`src/rtl/quad_encoder_gen_pkg.sv`:
```
// Shared types and constants for the quadrature encoder generator.
// Phase tables are indexed by the position within a detent: entry 0 is the rest state 00.
package quad_encoder_gen_pkg;

    typedef enum logic [1:0] {
        IDLE = 2'd0,
        RUN  = 2'd1,
        DONE = 2'd2
    } qe_state_e;

    localparam logic DIR_RIGHT = 1'b0;
    localparam logic DIR_LEFT  = 1'b1;

    // {a,b} per phase; right has A leading B, left has B leading A.
    localparam logic [3:0][1:0] PHASE_RIGHT = {2'b01, 2'b11, 2'b10, 2'b00};
    localparam logic [3:0][1:0] PHASE_LEFT  = {2'b10, 2'b11, 2'b01, 2'b00};

    function automatic logic [1:0] phase_ab(input logic dir, input logic [1:0] idx);
        return (dir == DIR_LEFT) ? PHASE_LEFT[idx] : PHASE_RIGHT[idx];
    endfunction

endpackage

```
`src/rtl/quad_encoder_gen_if.sv`:
```
// Command and output bundle of the quadrature encoder generator.
// Handshake: a command is taken on a rising clk edge where cmd_valid and cmd_ready are both 1;
// cmd_dir/cmd_steps are sampled on that edge only. cmd_valid while cmd_ready=0 is ignored, not queued.
interface quad_encoder_gen_if #(
    parameter int STEPS_W = 16,
    parameter int POS_W   = 16
);
    logic               cmd_valid;
    logic               cmd_ready;
    logic               cmd_dir;
    logic [STEPS_W-1:0] cmd_steps;
    logic               cmd_abort;
    logic               a;
    logic               b;
    logic               busy;
    logic               done;
    logic [POS_W-1:0]   pos;

    modport master (
        output cmd_valid, cmd_dir, cmd_steps, cmd_abort,
        input  cmd_ready, a, b, busy, done, pos
    );

    modport slave (
        input  cmd_valid, cmd_dir, cmd_steps, cmd_abort,
        output cmd_ready, a, b, busy, done, pos
    );

endinterface

```
`src/rtl/quad_tick_div.sv`:
```
// Step-rate divider: tick is high for one cycle every DIV cycles while clr is low.
// The count restarts from zero whenever clr is asserted, so the first tick lands DIV cycles after clr drops.
module quad_tick_div #(
    parameter int unsigned DIV = 50000
) (
    input  logic clk,
    input  logic rst_n,
    input  logic clr,
    output logic tick
);

    localparam logic [23:0] LAST = 24'(DIV - 1);

    logic [23:0] cnt;

    assign tick = !clr && (cnt == LAST);

    always_ff @(posedge clk or negedge rst_n) begin
        if (!rst_n) begin
            cnt <= '0;
        end else if (clr || tick) begin
            cnt <= '0;
        end else begin
            cnt <= cnt + 24'd1;
        end
    end

endmodule

```
`src/rtl/quad_encoder_gen.sv`:
```
// Quadrature A/B pattern generator: emits cmd_steps detents in the commanded direction,
// paced by quad_tick_div, and tracks a signed detent position.
module quad_encoder_gen
    import quad_encoder_gen_pkg::*;
#(
    parameter int unsigned STEP_DIV = 50000,
    parameter int          STEPS_W  = 16,
    parameter int          POS_W    = 16
) (
    input  logic                 clk,
    input  logic                 rst_n,
    quad_encoder_gen_if.slave    bus,
    output qe_state_e            dbg_state
);

    qe_state_e          state;
    logic [1:0]         phase;
    logic [1:0]         nxt_phase;
    logic               dir_q;
    logic [STEPS_W-1:0] remaining;
    logic               abort_pend;
    logic [1:0]         ab_q;
    logic [POS_W-1:0]   pos_q;
    logic               div_clr;
    logic               tick;

    assign div_clr   = (state != RUN);
    assign nxt_phase = phase + 2'd1;

    quad_tick_div #(.DIV(STEP_DIV)) u_div (
        .clk   (clk),
        .rst_n (rst_n),
        .clr   (div_clr),
        .tick  (tick)
    );

    always_ff @(posedge clk or negedge rst_n) begin
        if (!rst_n) begin
            state      <= IDLE;
            phase      <= 2'd0;
            dir_q      <= DIR_RIGHT;
            remaining  <= '0;
            abort_pend <= 1'b0;
            ab_q       <= 2'b00;
            pos_q      <= '0;
        end else begin
            case (state)
                IDLE: begin
                    phase      <= 2'd0;
                    abort_pend <= 1'b0;
                    ab_q       <= 2'b00;
                    if (bus.cmd_valid) begin
                        dir_q     <= bus.cmd_dir;
                        remaining <= bus.cmd_steps;
                        state     <= (bus.cmd_steps == '0) ? DONE : RUN;
                    end
                end
                RUN: begin
                    if (bus.cmd_abort) begin
                        abort_pend <= 1'b1;
                    end
                    // At a detent boundary an abort or an exhausted count wins over a pending tick.
                    if (phase == 2'd0 && (remaining == '0 || abort_pend || bus.cmd_abort)) begin
                        state <= DONE;
                    end else if (tick) begin
                        phase <= nxt_phase;
                        ab_q  <= phase_ab(dir_q, nxt_phase);
                        if (phase == 2'd3) begin
                            remaining <= remaining - 1'b1;
                            pos_q     <= (dir_q == DIR_LEFT) ? pos_q - 1'b1 : pos_q + 1'b1;
                        end
                    end
                end
                DONE: begin
                    phase <= 2'd0;
                    ab_q  <= 2'b00;
                    state <= IDLE;
                end
                default: begin
                    state <= IDLE;
                end
            endcase
        end
    end

    assign bus.cmd_ready = (state == IDLE);
    assign bus.busy      = (state != IDLE);
    assign bus.done      = (state == DONE);
    assign bus.a         = ab_q[1];
    assign bus.b         = ab_q[0];
    assign bus.pos       = pos_q;
    assign dbg_state     = state;

endmodule

```
`src/flat_wrapper.sv`:
```
// flat-port wrapper written by rule: the top's interface ports become plain ports
module quad_encoder_gen_flat import quad_encoder_gen_pkg::*;
#(
    parameter int unsigned STEP_DIV = 50000,
    parameter int          STEPS_W  = 16,
    parameter int          POS_W    = 16
)
  (clk, rst_n, dbg_state, bus_cmd_valid, bus_cmd_dir, bus_cmd_steps, bus_cmd_abort, bus_cmd_ready, bus_a, bus_b, bus_busy, bus_done, bus_pos);
  quad_encoder_gen_if #(.STEPS_W(STEPS_W), .POS_W(POS_W)) bus_i ();
  input  logic clk;
  input  logic rst_n;
  output qe_state_e dbg_state;
  input wire logic [$bits(bus_i.cmd_valid)-1:0] bus_cmd_valid;
  input wire logic [$bits(bus_i.cmd_dir)-1:0] bus_cmd_dir;
  input wire logic [$bits(bus_i.cmd_steps)-1:0] bus_cmd_steps;
  input wire logic [$bits(bus_i.cmd_abort)-1:0] bus_cmd_abort;
  output wire logic [$bits(bus_i.cmd_ready)-1:0] bus_cmd_ready;
  output wire logic [$bits(bus_i.a)-1:0] bus_a;
  output wire logic [$bits(bus_i.b)-1:0] bus_b;
  output wire logic [$bits(bus_i.busy)-1:0] bus_busy;
  output wire logic [$bits(bus_i.done)-1:0] bus_done;
  output wire logic [$bits(bus_i.pos)-1:0] bus_pos;
  assign bus_i.cmd_valid = bus_cmd_valid;
  assign bus_i.cmd_dir = bus_cmd_dir;
  assign bus_i.cmd_steps = bus_cmd_steps;
  assign bus_i.cmd_abort = bus_cmd_abort;
  assign bus_cmd_ready = bus_i.cmd_ready;
  assign bus_a = bus_i.a;
  assign bus_b = bus_i.b;
  assign bus_busy = bus_i.busy;
  assign bus_done = bus_i.done;
  assign bus_pos = bus_i.pos;
  quad_encoder_gen #(.STEP_DIV(STEP_DIV), .STEPS_W(STEPS_W), .POS_W(POS_W)) u_core (.clk(clk), .rst_n(rst_n), .bus(bus_i), .dbg_state(dbg_state));
endmodule
```
`config.mk`:
```
export PLATFORM = sky130hd
export DESIGN_NAME = quad_encoder_gen_flat
export DESIGN_NICKNAME = d
export VERILOG_FILES = /design/src/rtl/quad_encoder_gen_pkg.sv /design/src/rtl/quad_encoder_gen_if.sv /design/src/rtl/quad_tick_div.sv /design/src/rtl/quad_encoder_gen.sv /design/src/flat_wrapper.sv
export SDC_FILE = /design/constraint.sdc
export NUM_CORES = 1
export LEC_CHECK = 0
export CAP_MARGIN = 20
export CORE_ASPECT_RATIO = 1.25
export CORE_MARGIN = 5
export CORE_UTILIZATION = 40
export CTS_BUF_LIST = sky130_fd_sc_hd__clkbuf_4
export DETAILED_ROUTE_END_ITERATION = 8
export GPL_ROUTABILITY_DRIVEN = 0
export HOLD_SLACK_MARGIN = 0.1
export SKIP_LAST_GASP = 1
export SLEW_MARGIN = 10
export SYNTH_ARGS = -nofsm -noshare
export SYNTH_HDL_FRONTEND = slang
export SYNTH_SLANG_ARGS = --single-unit
export TNS_END_PERCENT = 100
```
`constraint.sdc`:
```
create_clock -name clk -period 2.9 [get_ports clk]
set_input_delay 0.58 -clock clk [delete_from_list [all_inputs] [get_ports clk]]
set_output_delay 0.58 -clock clk [all_outputs]
set_load 0.05 [all_outputs]
```
---- Word level (Yosys, flattened, before mapping) ----
Index checks and enable logic that the tools add are counted.
storage, ports and cells
  bits in registers ....................... 64
  bits of input ports ..................... 21
  output and inout bits ................... 23
  word-level logic and storage cells ...... 70
cells by class
  add/sub/neg operators ................... 5
  magnitude comparators ................... 1
  equality and inequality tests ........... 11
  mux-type cells .......................... 24
  bitwise operators ....................... 1
  reductions and logical operators ........ 20
operators with widths
  cell                   number
  $mux 16                5
  $logic_not 16->1       2
  $pmux 16 s2            1
  $sub 16x1->16 const B  2
  $add 24x1->24 const B  1
  $eq 24x16->1 const B   1
  $mux 24                1
  $mux 2                 10
  $add 16x1->16 const B  1
  $pmux 2 s2             3
  $bmux 2 s2             2
  $ne 2x2->1 const B     4
  $ne 2x1->1 const B     3
  $reduce_and 2->1       3
  $reduce_bool 2->1      3
  $reduce_and 5->1       1
  $eq 2x2->1 const B     2
  $logic_not 2->1        2
  $reduce_and 4->1       1
  $logic_or 1x1->1       3
  $lt 2x3->1 const B     1
  $reduce_and 3->1       1
  $add 2x1->2 const B    1
  $eq 2x1->1 const B     1
  other kinds (6)        7

---- Longest topological paths before layout ----
  depth in word-level cells ............... 7
  depth in mapped cells ................... 9
  mapped depth without buffers ............ 8

---- Cells and area by module ----
From an unflattened synthesis, not the netlist that was laid out.
second synthesis, totals
  cell total of the unflattened synthesis .. 438
  area, all modules ....................... 3928.8 um^2
by module, submodules not included
  module            times used  cells an instance  area each (um^2)  sequential area each (um^2)
  quad_encoder_gen  1           307                2653.8            1001.0
  quad_tick_div     1           131                1275.0            600.6

---- Worst setup path after synthesis ----
OpenSTA, ideal clock, no wires.
  path type ............................... register to register
  start ................................... register u_core.pos_q[0] (netlist: u_core.bus.pos[0])
  end ..................................... register u_core.pos_q[12] (netlist: u_core.bus.pos[12])
  library setup time ...................... 83 ps
  data arrival time ....................... 2405 ps
  required time ........................... 2817 ps
  setup slack ............................. 412 ps
  cell stages (with the launch flop) ...... 8
  buffers on the path ..................... 0
  period minus slack after synthesis ...... 2488 ps
  cell sequence ........................... dfrtp_1 -> fa_1 -> a211oi_1 -> o21ai_0 -> a31o_2 -> o41a_1 -> xnor2_1 -> o21ai_0
on the way
  word-level cells in the longest chain between the ends .. 2
  elaborated cells between the ends (all ways) .. 3
  classes of those cells .................. add/sub (2); mux (1)
RTL lines
  what                                            line                    text
  from (decl)                                     quad_encoder_gen.sv:23  logic [POS_W-1:0] pos_q;
  from (signal assigned)                          quad_encoder_gen.sv:70  pos_q <= (dir_q == DIR_LEFT) ? pos_q - 1'b1 : pos_q + 1'b1;
  $add 16x1->16 or $sub 16x1->16 (tied branches)  quad_encoder_gen.sv:70
  $mux 16 *                                       quad_encoder_gen.sv:70
Every way passes the cells marked *; elsewhere a longest branch is shown, timed or not.
A chain may end at the register's enable or synchronous reset.

---- Worst setup path after layout ----
  start ................................... register u_core.state[0] (netlist: u_core.dbg_state[0])
  end ..................................... output port bus_cmd_ready
on the way
  word-level cells in the longest chain between the ends .. 1
RTL lines
  what                    line                    text
  from (decl)             quad_encoder_gen.sv:16  qe_state_e state;
  from (signal assigned)  quad_encoder_gen.sv:55  state <= (bus.cmd_steps == '0) ? DONE : RUN;
  $logic_not 2->1         quad_encoder_gen.sv:86  assign bus.cmd_ready = (state == IDLE);
  to (decl)               flat_wrapper.sv:17      output wire logic [$bits(bus_i.cmd_ready)-1:0] bus_cmd_ready;
Every way passes these cells.

==> impl_metrics.csv <==
group,metric,value,unit
outcome,status,"complete, no violations",
clock_tree,numCtsBuffers,9,
drt,first_iter_violations,162,
timing,worst_pin_slew,735,ps
clock_tree,hold_buffers,0,
job,cap_violations,0,
timing,period_needed,2740,ps
yosys,yosysUniqueCellTypes,55,
power_and_ir_drop,vdd_ir_drop_max,0.369,mV
timing,hold_violations,0,
setup_path,worst_ep_arrival_time,2160,ps
setup_path,end_kind,"primary output",
setup_path,crit_type,"reg -> out",
yosys,syn_nets,481,
layout,layout_common_cells,"dfrtp_1, nor2_1, clkdlybuf4s50_1",
worst_hold_path,hold_class,"in -> async",
drt,ant_nets,0,
timing,fmax,0.365,GHz
timing,tns,0,ps
clock_tree,cts_buffer_depth,2,
die,num_io_pins,44,
place,dp_hpwl,6850,µm
yosys,ys_seq_elements,64,
yosys,yosys_warnings,0,
place,dpl_cell_area,0.00453,mm²
clock_tree,insertion_delay,400,ps
timing,slew_viol_final,0,
die,die_x,98.5,µm
timing,slew_headroom,0.505,
setup_path,critPathMaxFanout,13,
clock_tree,tritoncts,"built",
yosys,synth-seq-area-share,0.409,
die,dieArea,0.0119,mm²
global_routing,grt_pass1_wl,15600,µm
yosys,synth-edff-count,0,
drt,vias_per_cell,5.34,
die,rows,40,
yosys,synth_area_per_cell,8.91,µm²
layout,area_growth_syn_to_layout,19.5,%
drt,drt_first_pass_iters,4,
clock_tree,cts_setup_buffers,0,
die,core,0.00961,mm²
yosys,syn_area,0.00392,mm²
drt,drt-wirelength-per-cell,14.8,µm
drt,num_vias,3312,
clock_tree,cts-root-buf,"clkbuf_4",
timing,rsz0062_at_grt,"false",
setup_path,rr_endpoint,"u_core.bus.pos[12]",
yosys,synthArstFlopShare,1.00,
yosys,synth_top_area_cell,"dfrtp_1",
setup_path,cp.required,2320,ps
timing,clock_skew,10.2,ps
yosys,synth_area_leaders,"dfrtp_1, ha_1, nor2_1",
yosys,syn-instance-count,440,
setup_path,r2r_setup_slack,460,ps
place,portBuffers,43,
power_and_ir_drop,cellPowerDensity,719,mW/mm²
global_routing,grt_max_degree,36,
clock_tree,ctsHtreeMaxLevel,3,
clock_tree,cts_resized,0,
timing,min_period_over_period,0.945,
power_and_ir_drop,power.leakage,2.01,nW
global_routing,overflow,0,
global_routing,grtUsageTotal,0.160,
timing,setup-violations-final,0,
drt,drc,0,
layout,layout_commonest_cell,"dfrtp_1",
clock_tree,clkTransAtPathRegs,110,ps
layout,layout-drive-gt1-share,0.0729,
drt,wirelength,9190,µm
layout,num_antenna_cells,0,
layout,design_area,0.00468,mm²
setup_path,cp-start-kind,"flop",
die,floorplan.initialDensity,0.408,
clock_tree,cts_sinks,64,
layout,fin_nets,530,
global_routing,grt_pass1_vias,3259,
die,die_y,121,µm
yosys,yosysTopAreaCellShare,0.409,
setup_path,reg2regPathDepth,7,
global_routing,antenna_found_initial,0,
setup_path,reg2reg_from,"u_core.dir_q",
yosys,dominantRegCellSynth,"dfrtp_1",
## state kept, by name, indices dropped and copies added (netlist names)
signal	flops
u_core.abort_pend	1
u_core.ab_q	2
u_core.remaining	16
u_core.dir_q	1
u_core.bus.pos	16
u_core.phase	2
u_core.u_div.cnt	24
u_core.dbg_state	2
## worst max-delay path: stages, from the launching register on
cell and delay, ps:
dfrtp_1 540, nor2_1 340, clkdlybuf4s50_1 870
## layer usage
layer  wire [µm]  vias to the layer above  global-route usage
met3         447                        8              0.0369
met4         120                        0              0.0615
met2        4400                       60               0.258
met5           0                        -                   0
li1            -                     1684                   -
met1        4220                     1560               0.209
## where the power goes
group	switching (mW)	internal, mW	leakage (nW)
combinational	0.884	0.564	1.07
clock	0.315	0.362	0.0836
sequential	0.206	1.04	0.858
## how the worst max path moves through the flow
stage,startpoint,endpoint,slack [ps],depth (start not counted)
after floorplan,u_core.bus.pos[0],u_core.bus.pos[12],410,7
after global routing,u_core.dbg_state[0],bus_cmd_ready,60,2
final,u_core.dbg_state[0],bus_cmd_ready,160,2
after global placement,u_core.dir_q,u_core.bus.pos[12],500,7
after detailed placement,bus_cmd_abort,u_core.bus.pos[1],480,7
after CTS,u_core.dbg_state[0],bus_cmd_ready,130,2
## metrics by stage
stage	worst slack (ps)	power, mW	std cells	hold WS (ps)	util
global placement	501	2.68	604	491	0.471
finish	161	3.37	620	220	0.487
floorplan	412	2.27	440	284	-
global route	57.4	3.62	620	240	0.487
CTS	131	3.39	620	203	0.487
detailed placement	482	2.70	604	497	0.471
## synth_stat cells (4+ instances only)
cell and n:
nor3_1 11, a211oi_1 5, nand3_1 19, ha_1 19, a21o_1 9, buf_2 6
nand4_1 6, nor2_1 60, inv_1 12, o21a_1 4, and3_1 6, nor2b_1 5
nor4_1 12, a21oi_1 24, a31oi_1 5, clkbuf_1 8, xnor2_1 20, xor2_1 16
nand2_1 37, dfrtp_1 64, o21ai_0 36
## area by class of cell
cell class,instances,area [µm²]
inverters,12,45.0
clock inverters,5,71.3
well taps,126,158
repair buffers,53,513
fillers,912,4930
flip-flops and latches,64,1600
clock buffers,11,82.6
multi-input cells,349,2210
## cells by family after synthesis
family | Yosys count | synth area share
adders and majority gates | 20 | 0.0658
AOI/OAI and AO/OA | 109 | 0.175
muxes | 5 | 0.0137
buffers and inverters | 27 | 0.0287
DFF | 64 | 0.409
and+or+nand+nor | 179 | 0.228
xor gates and xnor gates | 36 | 0.0804
(Power assumes the default switching activity.)
==> RTL change: new RTL, same settings <==
`POS_W` is set to 16 in 3 places; all go to 32.
--- a/src/rtl/quad_encoder_gen_if.sv
+++ b/src/rtl/quad_encoder_gen_if.sv
@@ -4,5 +4,5 @@
 interface quad_encoder_gen_if #(
     parameter int STEPS_W = 16,
-    parameter int POS_W   = 16
+    parameter int POS_W   = 32
 );
     logic               cmd_valid;
--- a/src/rtl/quad_encoder_gen.sv
+++ b/src/rtl/quad_encoder_gen.sv
@@ -6,5 +6,5 @@
     parameter int unsigned STEP_DIV = 50000,
     parameter int          STEPS_W  = 16,
-    parameter int          POS_W    = 16
+    parameter int          POS_W    = 32
 ) (
     input  logic                 clk,
--- a/src/flat_wrapper.sv
+++ b/src/flat_wrapper.sv
@@ -4,5 +4,5 @@
     parameter int unsigned STEP_DIV = 50000,
     parameter int          STEPS_W  = 16,
-    parameter int          POS_W    = 16
+    parameter int          POS_W    = 32
 )
   (clk, rst_n, dbg_state, bus_cmd_valid, bus_cmd_dir, bus_cmd_steps, bus_cmd_abort, bus_cmd_ready, bus_a, bus_b, bus_busy, bus_done, bus_pos);
Interface: changed (resized bus_pos); port bits go from 44 to 60. No check against the original RTL was run, so the function may have changed too.
==> RTL change against the original RTL <==
  * Power grew 31%
  * Synthesized area grew 36%
  * Wire length grew 56%
  * Sequential cell count grew 16
  * Synthesized cell count grew 42%
  * Setup slack lost 130 ps
  * Final area grew 45%
  * Utilization grew 2.9 points
  * Largest power group unchanged
  * Highest routed layer unchanged
==> RTL change: results <==
set metrics [dict create \
    min_period_ps 2870 \
    p_leak_nw 2.93 \
    r2r_end "u_core.bus.pos[25]" \
    dp_slack_ps 2.00 \
    wl_per_cell_um 15.9 \
    synth.net_count 680 \
    ff2ff_path_depth 11 \
    crit_family "compound AO/OA/AOI/OAI gates" \
    grt_pass1_wl_mm 23.8 \
    cp_max_fo 8 \
    drive_gt1_share_pct 14.6 \
    synth.area.top_cells "dfrtp_1 (37%), ha_1 (8.2%), nand2_1 (5.4%)" \
    grt_max_degree 44 \
    netlist-cell-type-count 61 \
    yosysSeqAreaShare_pct 37.5 \
    wirelength_mm 14.3 \
    finClkSkew_ps 14.4 \
    slew_headroom_pct 47.8 \
    cpMaxStageDelayCell "dfrtp_4" \
    drt-initial-drc-count 227 \
    largest_reg_flops 32 \
    antenna_found_initial 1 \
    cpPeakStageDelay_ps 540 \
    critPathKind "register to register" \
    numPortBuffers 59 \
    ir_drop_uv 380 \
    track_usage_pct 18.2 \
    synth_fa_ha_area_share_pct 8.57 \
    r2r_setup_slack_ps 30 \
    layout.nets 780 \
    synth_mux_area_share_pct 0.819 \
    status "finished, final reports clean" \
]
RTL change: routing by layer:
metal	track usage (%)	up-vias	wire length [µm]
met1	22.0	2451	6100
met2	32.2	83	7420
met4	6.65	0	336
met5	0	-	0
li1	-	2473	-
met3	3.13	24	436
RTL change: layout make-up:
| cell class | instances | area, µm² |
|---|---|---|
| antenna | 1 | 2.50 |
| timing repair buffer | 111 | 1040 |
| clock buffer | 11 | 82.6 |
| fill | 1277 | 6370 |
| inverter | 11 | 41.3 |
| sequential | 80 | 2010 |
| tap | 171 | 214 |
| clock inverter | 5 | 71.3 |
| multi-input combinational | 510 | 3340 |
RTL change: where the power goes:
group / switching (W) / internal [W]
Clock: 0.000395 / 0.000362
Combinational: 0.00132 / 0.000947
Sequential: 0.000143 / 0.00126
Total: 0.00186 / 0.00257
RTL change: cell families after synthesis:
group | Yosys count
multiplexers | 4
flip-flops | 80
buffers and inverters | 33
AND/OR/NAND/NOR | 239
adder cells (fa/ha/maj) | 36
XOR/XNOR | 51
AO/OA/AOI/OAI | 180
RTL change: worst reg2reg max path: stages (launching register included):
cell and delay (ps):
dfrtp_4 540, buf_12 160, ha_4 230, a211oi_4 280, o211ai_2 130, nand2_4 100
o211ai_4 80, a221o_1 380, a221o_1 430, a31oi_1 210, xnor2_1 160, o21ai_1 80
RTL change: worst min-delay path by stage:
stage                         from                  end  slack (ps)
2_1_floorplan                rst_n       u_core.ab_q[0]         280
3_3_place_gp   u_core.u_div.cnt[0]  u_core.u_div.cnt[0]         460
3_5_place_dp   u_core.u_div.cnt[0]  u_core.u_div.cnt[0]         460
4_1_cts                      rst_n   u_core.bus.pos[16]         130
5_1_grt                      rst_n   u_core.bus.pos[20]         160
6_report                     rst_n   u_core.bus.pos[16]         120
RTL change: repair_timing:
| item | in CTS | in global routing |
|---|---|---|
| setup buffers | 2 | 3 |
| hold buffers | 0 | 0 |
| pin swaps | 1 | 11 |
| endpoints found under the setup margin | 5 | 10 |
| gates resized for setup | 3 | 33 |
RTL change: per-stage QoR:
stage	hold WS, ps	util [%]	setup TNS [ps]	instance area [µm²]
after global routing	163	51.6	-187	6800
after global placement	462	49.0	0	6450
final	122	51.6	0	6800
after floorplan	284	-	0	5350
after detailed placement	464	49.0	0	6450
after CTS	132	50.4	-28.1	6640
